<file path="src/rtl/l2_plru_lock_if.sv">
// l2_plru_lock_if
//   Request/response bundle between the L2 tag pipeline and the PLRU/lock
//   tracker.
//   master (tag pipeline): drives fill/access requests, lock controls and
//                          the stage-2 hit update; receives fill_way.
//   slave  (tracker):      the reverse.
//   Signals:
//     fill_en, fill_set          fill request and its set
//     fill_way                   victim way, valid the cycle after fill_en
//     lock_en, lock_value        lock-bit update (1 = lock, 0 = unlock)
//     access_en, access_set      lookup request and its set
//     access_update_en/_way      hit, one cycle after access_en
interface l2_plru_lock_if #(
   parameter int NUM_SETS = 1,
   parameter int NUM_WAYS = 4
);
   localparam int SET_INDEX_WIDTH = (NUM_SETS > 1) ? $clog2(NUM_SETS) : 1;
   localparam int WAY_INDEX_WIDTH = (NUM_WAYS > 1) ? $clog2(NUM_WAYS) : 1;

   logic                       fill_en;
   logic [SET_INDEX_WIDTH-1:0] fill_set;
   logic [WAY_INDEX_WIDTH-1:0] fill_way;
   logic                       lock_en;
   logic                       lock_value;
   logic                       access_en;
   logic [SET_INDEX_WIDTH-1:0] access_set;
   logic                       access_update_en;
   logic [WAY_INDEX_WIDTH-1:0] access_update_way;

   modport master (
      output fill_en, fill_set, lock_en, lock_value,
      output access_en, access_set, access_update_en, access_update_way,
      input  fill_way
   );

   modport slave (
      input  fill_en, fill_set, lock_en, lock_value,
      input  access_en, access_set, access_update_en, access_update_way,
      output fill_way
   );
endinterface

</file>
<file path="src/rtl/l2_plru_lock.sv">
// l2_plru_lock
//   Per-set pseudo-LRU (PLRUm) victim selection with per-way lock bits.
//   Stage 1 registers the MRU and lock rows of the requested set; stage 2
//   picks the victim (lowest way neither MRU nor locked) and writes the
//   updated MRU/lock rows back.  Same-set reads during a write see the new
//   data, so back-to-back requests on one set observe each other.
//   Ports:
//     clk    rising-edge clock
//     reset  asynchronous active-low reset; clears arrays and pipeline
//     bus    l2_plru_lock_if.slave request/response bundle
module l2_plru_lock #(
   parameter int NUM_SETS = 1,
   parameter int NUM_WAYS = 4
) (
   input  logic           clk,
   input  logic           reset,
   l2_plru_lock_if.slave  bus
);
   localparam int SET_INDEX_WIDTH = (NUM_SETS > 1) ? $clog2(NUM_SETS) : 1;
   localparam int WAY_INDEX_WIDTH = (NUM_WAYS > 1) ? $clog2(NUM_WAYS) : 1;
   // Rows are rounded up to the full index range so every index value
   // addresses a real row.
   localparam int DEPTH = 2 ** SET_INDEX_WIDTH;

   generate
      if (!(NUM_WAYS == 1 || NUM_WAYS == 2 || NUM_WAYS == 4 || NUM_WAYS == 8)) begin : g_bad_ways
         $error("l2_plru_lock: NUM_WAYS must be 1, 2, 4 or 8");
      end
   endgenerate

   logic [NUM_WAYS-1:0]        mru_mem  [DEPTH];
   logic [NUM_WAYS-1:0]        lock_mem [DEPTH];

   logic [NUM_WAYS-1:0]        mru_rd_reg, mru_rd_next;
   logic [NUM_WAYS-1:0]        lock_rd_reg, lock_rd_next;
   logic [SET_INDEX_WIDTH-1:0] update_set_reg;
   logic                       was_fill_reg;
   logic                       was_lock_reg;
   logic                       lock_value_q_reg;
   logic                       was_access_reg;

   logic [SET_INDEX_WIDTH-1:0] read_set;
   logic                       mru_rd_en, lock_rd_en;
   logic [NUM_WAYS-1:0]        used;
   logic [WAY_INDEX_WIDTH-1:0] victim_way;
   logic [WAY_INDEX_WIDTH-1:0] upd_way;
   logic [NUM_WAYS-1:0]        upd_oh;
   logic [NUM_WAYS-1:0]        mru_calc;
   logic [NUM_WAYS-1:0]        mru_wr_data, lock_wr_data;
   logic                       mru_wr_en, lock_wr_en;

   // Fill has priority over access for the shared read port.
   assign read_set   = bus.fill_en ? bus.fill_set : bus.access_set;
   assign mru_rd_en  = bus.fill_en | bus.access_en;
   assign lock_rd_en = bus.fill_en | bus.access_en | bus.lock_en;

   // Victim: lowest way that is neither MRU nor locked; way 0 if none.
   assign used = mru_rd_reg | lock_rd_reg;

   always_comb begin
      victim_way = '0;
      for (int i = NUM_WAYS - 1; i >= 0; i--) begin
         if (!used[i]) victim_way = WAY_INDEX_WIDTH'(i);
      end
   end

   assign bus.fill_way = victim_way;

   // A fill always updates its own victim, so a stale hit update in the
   // same stage cannot steer the way choice.
   assign upd_way = was_fill_reg ? victim_way : bus.access_update_way;

   generate
      for (genvar gi = 0; gi < NUM_WAYS; gi++) begin : g_upd_oh
         assign upd_oh[gi] = (upd_way == WAY_INDEX_WIDTH'(gi));
      end
   endgenerate

   // When marking this way would leave no candidate, restart the MRU row
   // from just this way; if even that leaves nothing free (all other ways
   // locked), clear the row entirely.
   always_comb begin
      if (&(mru_rd_reg | upd_oh | lock_rd_reg))
         mru_calc = (&(upd_oh | lock_rd_reg)) ? '0 : upd_oh;
      else
         mru_calc = mru_rd_reg | upd_oh;
   end

   assign mru_wr_en    = was_fill_reg | bus.access_update_en;
   assign mru_wr_data  = (NUM_WAYS == 1) ? '0 : mru_calc;
   assign lock_wr_en   = was_lock_reg;
   assign lock_wr_data = lock_value_q_reg ? (lock_rd_reg | upd_oh)
                                          : (lock_rd_reg & ~upd_oh);

   // Read with write-forwarding for a same-set write this cycle.
   assign mru_rd_next  = (mru_wr_en && update_set_reg == read_set)
                         ? mru_wr_data : mru_mem[read_set];
   assign lock_rd_next = (lock_wr_en && update_set_reg == read_set)
                         ? lock_wr_data : lock_mem[read_set];

   always_ff @(posedge clk or negedge reset) begin
      if (!reset) begin
         for (int i = 0; i < DEPTH; i++) begin
            mru_mem[i]  <= '0;
            lock_mem[i] <= '0;
         end
         mru_rd_reg       <= '0;
         lock_rd_reg      <= '0;
         update_set_reg   <= '0;
         was_fill_reg     <= 1'b0;
         was_lock_reg     <= 1'b0;
         lock_value_q_reg <= 1'b0;
         was_access_reg   <= 1'b0;
      end else begin
         if (mru_wr_en)  mru_mem[update_set_reg]  <= mru_wr_data;
         if (lock_wr_en) lock_mem[update_set_reg] <= lock_wr_data;
         if (mru_rd_en)  mru_rd_reg  <= mru_rd_next;
         if (lock_rd_en) lock_rd_reg <= lock_rd_next;
         update_set_reg   <= read_set;
         was_fill_reg     <= bus.fill_en;
         was_lock_reg     <= bus.lock_en;
         lock_value_q_reg <= bus.lock_value;
         was_access_reg   <= bus.access_en;
      end
   end

   // A hit update must follow an access lookup by exactly one cycle.
   a_update_after_access: assert property (
      @(posedge clk) disable iff (!reset) bus.access_update_en |-> was_access_reg
   );

endmodule

</file>
<file path="src/flat_wrapper.sv">
// flat-port wrapper written by rule: the top's interface ports become plain ports
module l2_plru_lock_flat 
#(
   parameter int NUM_SETS = 1,
   parameter int NUM_WAYS = 4
)
  (clk, reset, bus_fill_en, bus_fill_set, bus_lock_en, bus_lock_value, bus_access_en, bus_access_set, bus_access_update_en, bus_access_update_way, bus_fill_way);
  l2_plru_lock_if #(.NUM_SETS(NUM_SETS), .NUM_WAYS(NUM_WAYS)) bus_i ();
  input  logic clk;
  input  logic reset;
  input wire logic [$bits(bus_i.fill_en)-1:0] bus_fill_en;
  input wire logic [$bits(bus_i.fill_set)-1:0] bus_fill_set;
  input wire logic [$bits(bus_i.lock_en)-1:0] bus_lock_en;
  input wire logic [$bits(bus_i.lock_value)-1:0] bus_lock_value;
  input wire logic [$bits(bus_i.access_en)-1:0] bus_access_en;
  input wire logic [$bits(bus_i.access_set)-1:0] bus_access_set;
  input wire logic [$bits(bus_i.access_update_en)-1:0] bus_access_update_en;
  input wire logic [$bits(bus_i.access_update_way)-1:0] bus_access_update_way;
  output wire logic [$bits(bus_i.fill_way)-1:0] bus_fill_way;
  assign bus_i.fill_en = bus_fill_en;
  assign bus_i.fill_set = bus_fill_set;
  assign bus_i.lock_en = bus_lock_en;
  assign bus_i.lock_value = bus_lock_value;
  assign bus_i.access_en = bus_access_en;
  assign bus_i.access_set = bus_access_set;
  assign bus_i.access_update_en = bus_access_update_en;
  assign bus_i.access_update_way = bus_access_update_way;
  assign bus_fill_way = bus_i.fill_way;
  l2_plru_lock #(.NUM_SETS(NUM_SETS), .NUM_WAYS(NUM_WAYS)) u_core (.clk(clk), .reset(reset), .bus(bus_i));
endmodule
</file>
<file path="config.mk">
export PLATFORM = sky130hd
export DESIGN_NAME = l2_plru_lock_flat
export DESIGN_NICKNAME = d
export VERILOG_FILES = /design/src/rtl/l2_plru_lock_if.sv /design/src/rtl/l2_plru_lock.sv /design/src/flat_wrapper.sv
export SDC_FILE = /design/constraint.sdc
export NUM_CORES = 1
export LEC_CHECK = 0
export ABC_AREA = 1
export ABC_CLOCK_PERIOD_IN_PS = 2300
export BUFFER_PORTS_ARGS = -buffer_cell sky130_fd_sc_hd__buf_4
export CAP_MARGIN = 5
export CORE_MARGIN = 2
export CORE_UTILIZATION = 35
export DETAILED_ROUTE_END_ITERATION = 8
export GPL_TIMING_DRIVEN = 0
export PLACE_DENSITY = 0.62
export SKIP_LAST_GASP = 1
export SYNTH_ARGS = -nofsm -noshare
export SYNTH_HDL_FRONTEND = slang
export SYNTH_SLANG_ARGS = --single-unit
</file>
<file path="constraint.sdc">
create_clock -name clk -period 2.3 [get_ports clk]
set_clock_uncertainty 0.1 [all_clocks]
set_input_delay 0.46 -clock clk [delete_from_list [all_inputs] [get_ports clk]]
set_output_delay 0.46 -clock clk [all_outputs]
set_load 0.01 [all_outputs]
</file>
# Yosys cells after proc, flatten, opt, wreduce, memory -nomap -nowiden
# Index checks and enable logic that the tools add are counted.
[word_totals] in_bits=11 mem_count=0 ram_bits=0 latchBits=0 rom_bits=0 output_inout_bits=2 ff_bits=28
[classes] mul=0 eq_ne=4 add_sub_neg=0 reduce_logical=6 magnitude_cmp=3 n_mux=21 shifts=0 bitwise_logic=11 n_div=0
[ops] cell="$mux W4" count=12
[ops] cell="$bwmux W8" count=2
[ops] cell="$or A4 B4 Y4" count=4
[ops] cell="$mux W2" count=5
[ops] cell="$reduce_and A4 Y1" count=2
[ops] cell="$and A4 B4 Y4" count=1
[ops] cell="$demux W4 S1" count=1
[ops] cell="$eq A2 B2 Y1 const B" count=2
[ops] cell="$ge A2 B2 Y1 const B" count=2
[ops] cell="$not A1 Y2" count=2
[ops] cell="$not A4 Y4" count=1
[ops] cell="$logic_and A1 B1 Y1" count=3
[ops] cell="$or A1 B1 Y1" count=3
[ops] cell="$eq A2 B1 Y1 const B" count=1
[ops] cell="$logic_not A2 Y1" count=1
[ops] cell="$lt A2 B1 Y1 const B" count=1
[ops] cell="$eq A1 B1 Y1" count=1
[ops] cell="$mux W1" count=1

# Longest topological paths before layout
[depth] depth_word=12 ltp_mapped=13

# Least setup slack after synthesis
# No wires, ideal clock.
[synth_path] path_kind="register -> register" from="register u_core.mru_rd_reg[1]" to="register u_core.mru_mem[0] (netlist bit)" setup_ns=0.133 n_path_buf=0 arrival_time_ns=1.376 stages_incl_launch_ff=13 required_time_ns=2.067 slack_ns=0.691 cell_sequence="dfrtp_1 nor2_2 inv_2 nand2_2 nand3_4 nand2_4 nand2_4 nand2_1 nand2_2 o21ai_1 nand2_1 nand2_1 o21ai_1"
[synth_between] elab_chain_cells=10
[synth_lines] element="start, declared" line="l2_plru_lock.sv:34" source="logic [NUM_WAYS-1:0] mru_rd_reg, mru_rd_next;"
[synth_lines] element="start signal, assigned" line="l2_plru_lock.sv:117" source="if (mru_rd_en) mru_rd_reg <= mru_rd_next;"
[synth_lines] element="$or A4 B4 Y4" line="l2_plru_lock.sv:58" source="assign used = mru_rd_reg | lock_rd_reg;"
[synth_lines] element="$mux W2 (2 in a row)" line="l2_plru_lock.sv:63" source="if (!used[i]) victim_way = WAY_INDEX_WIDTH'(i);"
[synth_lines] element="$mux W2" line="l2_plru_lock.sv:71" source="assign upd_way = was_fill_reg ? victim_way : bus.access_update_way;"
[synth_lines] element="$eq A2 B1 Y1 (tied with other cells)" line="l2_plru_lock.sv:75" source="assign upd_oh[gi] = (upd_way == WAY_INDEX_WIDTH'(gi));"
[synth_lines] element="$or A4 B4 Y4, on equally long branches" line="l2_plru_lock.sv:84, l2_plru_lock.sv:83, l2_plru_lock.sv:86"
[synth_lines] element="$reduce_and A4 Y1 or $or A4 B4 Y4 (tied branches)" line="l2_plru_lock.sv:84, l2_plru_lock.sv:83"
[synth_lines] element="$mux W4 or $reduce_and A4 Y1 (tied branches)" line="l2_plru_lock.sv:84, l2_plru_lock.sv:83"
[synth_lines] element="$mux W4 *" line="l2_plru_lock.sv:83" source="if (&(mru_rd_reg | upd_oh | lock_rd_reg))"
[synth_lines] element="$bwmux W8 *" line="l2_plru_lock.sv:115" source="if (mru_wr_en) mru_mem[update_set_reg] <= mru_wr_data;"
[synth_lines] element="end signal, assigned by index" line="l2_plru_lock.sv:115"
[synth_lines] element="end, declared" line="l2_plru_lock.sv:31" source="logic [NUM_WAYS-1:0] mru_mem [DEPTH];"
# Mark *: on every way between the ends. The rest lies on a longest branch, timed or not.
# A chain may end at the register's enable or synchronous reset.

# Worst setup path after layout
[layout_path] from="register u_core.mru_rd_reg[1]" to="register u_core.mru_mem[1] (netlist bit)"
# Same word-level chain as after synthesis.

==> impl_metrics.json <==
{
  "status": "finished, final reports clean",
  "maxSlewHeadroom_pct": 61.1,
  "tns_ns": 0,
  "postLayoutCoreUtil_pct": 41.2,
  "yosys_warnings": 0,
  "reg_top3": "u_core.lock_mem (8), u_core.mru_mem (8)",
  "cts_buffers": 3,
  "cts_repair_resize_count": 0,
  "synth.ff_latch_count": 28,
  "num_vias": 1345,
  "syn_to_final_growth_pct": 12.9,
  "path_class": "flip-flop to flip-flop",
  "h-tree-depth": 1,
  "clk_pin_slew_worst_paths_ns": 0.09,
  "die_width_um": 71.6,
  "hold-path-cell-count": 1,
  "end_kind": "flip-flop",
  "power.density_mw_per_mm2": 1100,
  "cts.path.max_buffers": 2,
  "hold_class": "input port to flip-flop",
  "postSynthCellCount": 217,
  "rr_worst_depth": 12,
  "finalCritPeriodShare_pct": 80.1,
  "dieArea_mm2": 0.00513,
  "drc": 0,
  "crit_arrival_ns": 1.89,
  "setup_violations": 0,
  "max-vdd-ir-drop_mv": 0.285,
  "dieHeight_um": 71.6,
  "p_leak_nw": 0.949,
  "wl_per_cell_um": 11.8,
  "cts_root_buffer": "clkbuf_8",
  "yosysTopAreaCellShare_pct": 43.8,
  "grt_max_degree": 29,
  "maxCapViolations": 0,
  "synth_area_leaders": "dfrtp_1 (44%), nand2_1 (16%), o21ai_0 (5.9%)",
  "tightestPinTransition_ns": 0.581,
  "nNetsFinal": 246,
  "hpwl_um": 2670,
  "cts_setup_buffers": 0,
  "seqCellArea_um2": 701,
  "cts_tree": "yes",
  "wl_um": 3360,
  "start_util_pct": 36.5,
  "final_layout_size_suffix_gt1_share_pct": 19.7,
  "hold_violations": 0,
  "antenna_cells": 0,
  "multi_input_area_um2": 781,
  "layout_min_cycle_time_ns": 1.84,
  "synth_top_area_cell": "dfrtp_1",
  "grt.overflow.total": 0,
  "worst_ep_required_time_ns": 2.35,
  "vias_per_cell": 4.72,
  "boundaryPins": 13,
  "dr.pass1.iters": 5,
  "yosysSeqAreaShare_pct": 43.8,
  "synth_area_per_cell_um2": 7.38,
  "synth_cell_types": 21,
  "nFillCells": 450,
  "finalMaxSlewViolations": 0,
  "path_max_fanout": 4,
  "cp-start-kind": "flip-flop",
  "grt_setup_unrepaired": "no",
  "place.gp.congestion": 0.811,
  "clock_sinks": 28,
  "coreArea_mm2": 0.00438,
  "synthesis.nets": 228,
  "grt_use_total_pct": 14.9,
  "clk_latency_ns": 0.27,
  "drtIter0Drc": 61,
  "mappedNetlistArea_mm2": 0.00160,
  "antenna_found_initial": 0,
  "first_global_vias": 1306,
  "io_buffers": 12,
  "max_freq_ghz": 0.543,
  "ant_nets": 0,
  "rows": 24,
  "grt_pass1_wl_um": 6000
}
[layout make-up]
cell class	count	area share, %
multi-input combinational	157	43.2
sequential	28	38.8
inverter	31	6.44
timing repair buffer	13	5.54
tap	52	3.60
clock buffer	3	2.28
buffer	1	0.208
[power breakdown]
group | switching (W) | internal, W
logic | 0.000599 | 0.000346
registers | 0.000106 | 0.000670
clock network | 0.000146 | 0.000118
[cells in the mapped netlist]
library cell / number
o21ai_0: 19
nor2_1: 9
nand2_2: 9
nand2_4: 3
nand2_1: 70
a21oi_1: 5
nor2_2: 4
nand3_2: 2
o21ai_2: 4
nand3_4: 1
clkbuf_1: 1
or2_1: 3
o21ai_1: 11
xor2_1: 1
o22ai_1: 2
dfrtp_1: 28
o21a_1: 2
inv_2: 7
inv_1: 24
nand3_1: 11
nor2_4: 1
[placed cells by master, fill, tap and decap left out, drive strengths merged]
cell type	netlist	routed
a21oi	5	5
dlygate4sd3	0	1
dfrtp	28	28
nor2	14	14
nand3	14	14
or2	3	3
xor2	1	1
o21a	2	2
inv	31	31
buf	0	12
o22ai	2	2
o21ai	34	34
clkbuf	1	4
nand2	82	82
[worst max-delay path: stages, from the launching register on]
cell,delay [ns]
dfrtp_1,0.42
nor2_2,0.18
nor2_2,0.07
nand2_1,0.08
nand2_1,0.07
nand2_2,0.10
nand3_2,0.13
nand2_1,0.10
nand2_2,0.09
o21ai_2,0.14
nand2_1,0.11
nand2_1,0.07
o21ai_1,0.06
[what timing repair did]
item | CTS | global route
hold buffers | 1 | 0
endpoints found under the setup margin | 0 | 0
hold endpoints to repair | 12 | 0
[metal layers]
| layer | wire [um] | vias to the layer above | part of all wire [%] | track usage (%) |
|---|---|---|---|---|
| met2 | 1470 | 21 | 44 | 22.6 |
| met4 | 70 | 0 | 2.1 | 6.50 |
| met3 | 110 | 7 | 3.3 | 2.53 |
| met5 | 0 | - | 0 | 0 |
| li1 | - | 714 | - | - |
| met1 | 1710 | 603 | 51 | 21.0 |
[cell families after synthesis]
kind of cell,share of synthesized area (%)
AND/OR/NAND/NOR,33.4
AO/OA/AOI/OAI,14.8
flip-flops,43.7
buffers and inverters,7.50
XOR/XNOR,0.547
[stage by stage]
| stage | cell area [um2] | total power, W | hold WS, ns | instances | setup slack [ns] |
|---|---|---|---|---|---|
| 2_1_floorplan | 1600 | 0.00150 | 0.0644 | 217 | 0.691 |
| 5_1_grt | 1810 | 0.00219 | 0.175 | 285 | 0.180 |
| 4_1_cts | 1810 | 0.00201 | 0.191 | 285 | 0.428 |
| 3_5_place_dp | 1760 | 0.00175 | 0.299 | 281 | 0.427 |
| 6_report | 1810 | 0.00199 | 0.192 | 285 | 0.458 |
| 3_3_place_gp | 1760 | 0.00172 | 0.301 | 281 | 0.419 |
[worst paths after layout]
path	from	to	slack [ns]
min in group asynchronous	reset	u_core.lock_wr_en	0.53
hold reg to reg	u_core.lock_mem[0]	u_core.lock_mem[0]	0.39
max in group asynchronous	reset	u_core.lock_rd_reg[2]	1.31
setup reg to reg	u_core.mru_rd_reg[1]	u_core.mru_mem[1]	0.46
setup / recovery	u_core.mru_rd_reg[1]	u_core.mru_mem[1]	0.46
hold / removal	bus_lock_value	u_core.lock_value_q_reg	0.19
No activity file was read; power rests on OpenSTA's default activity.
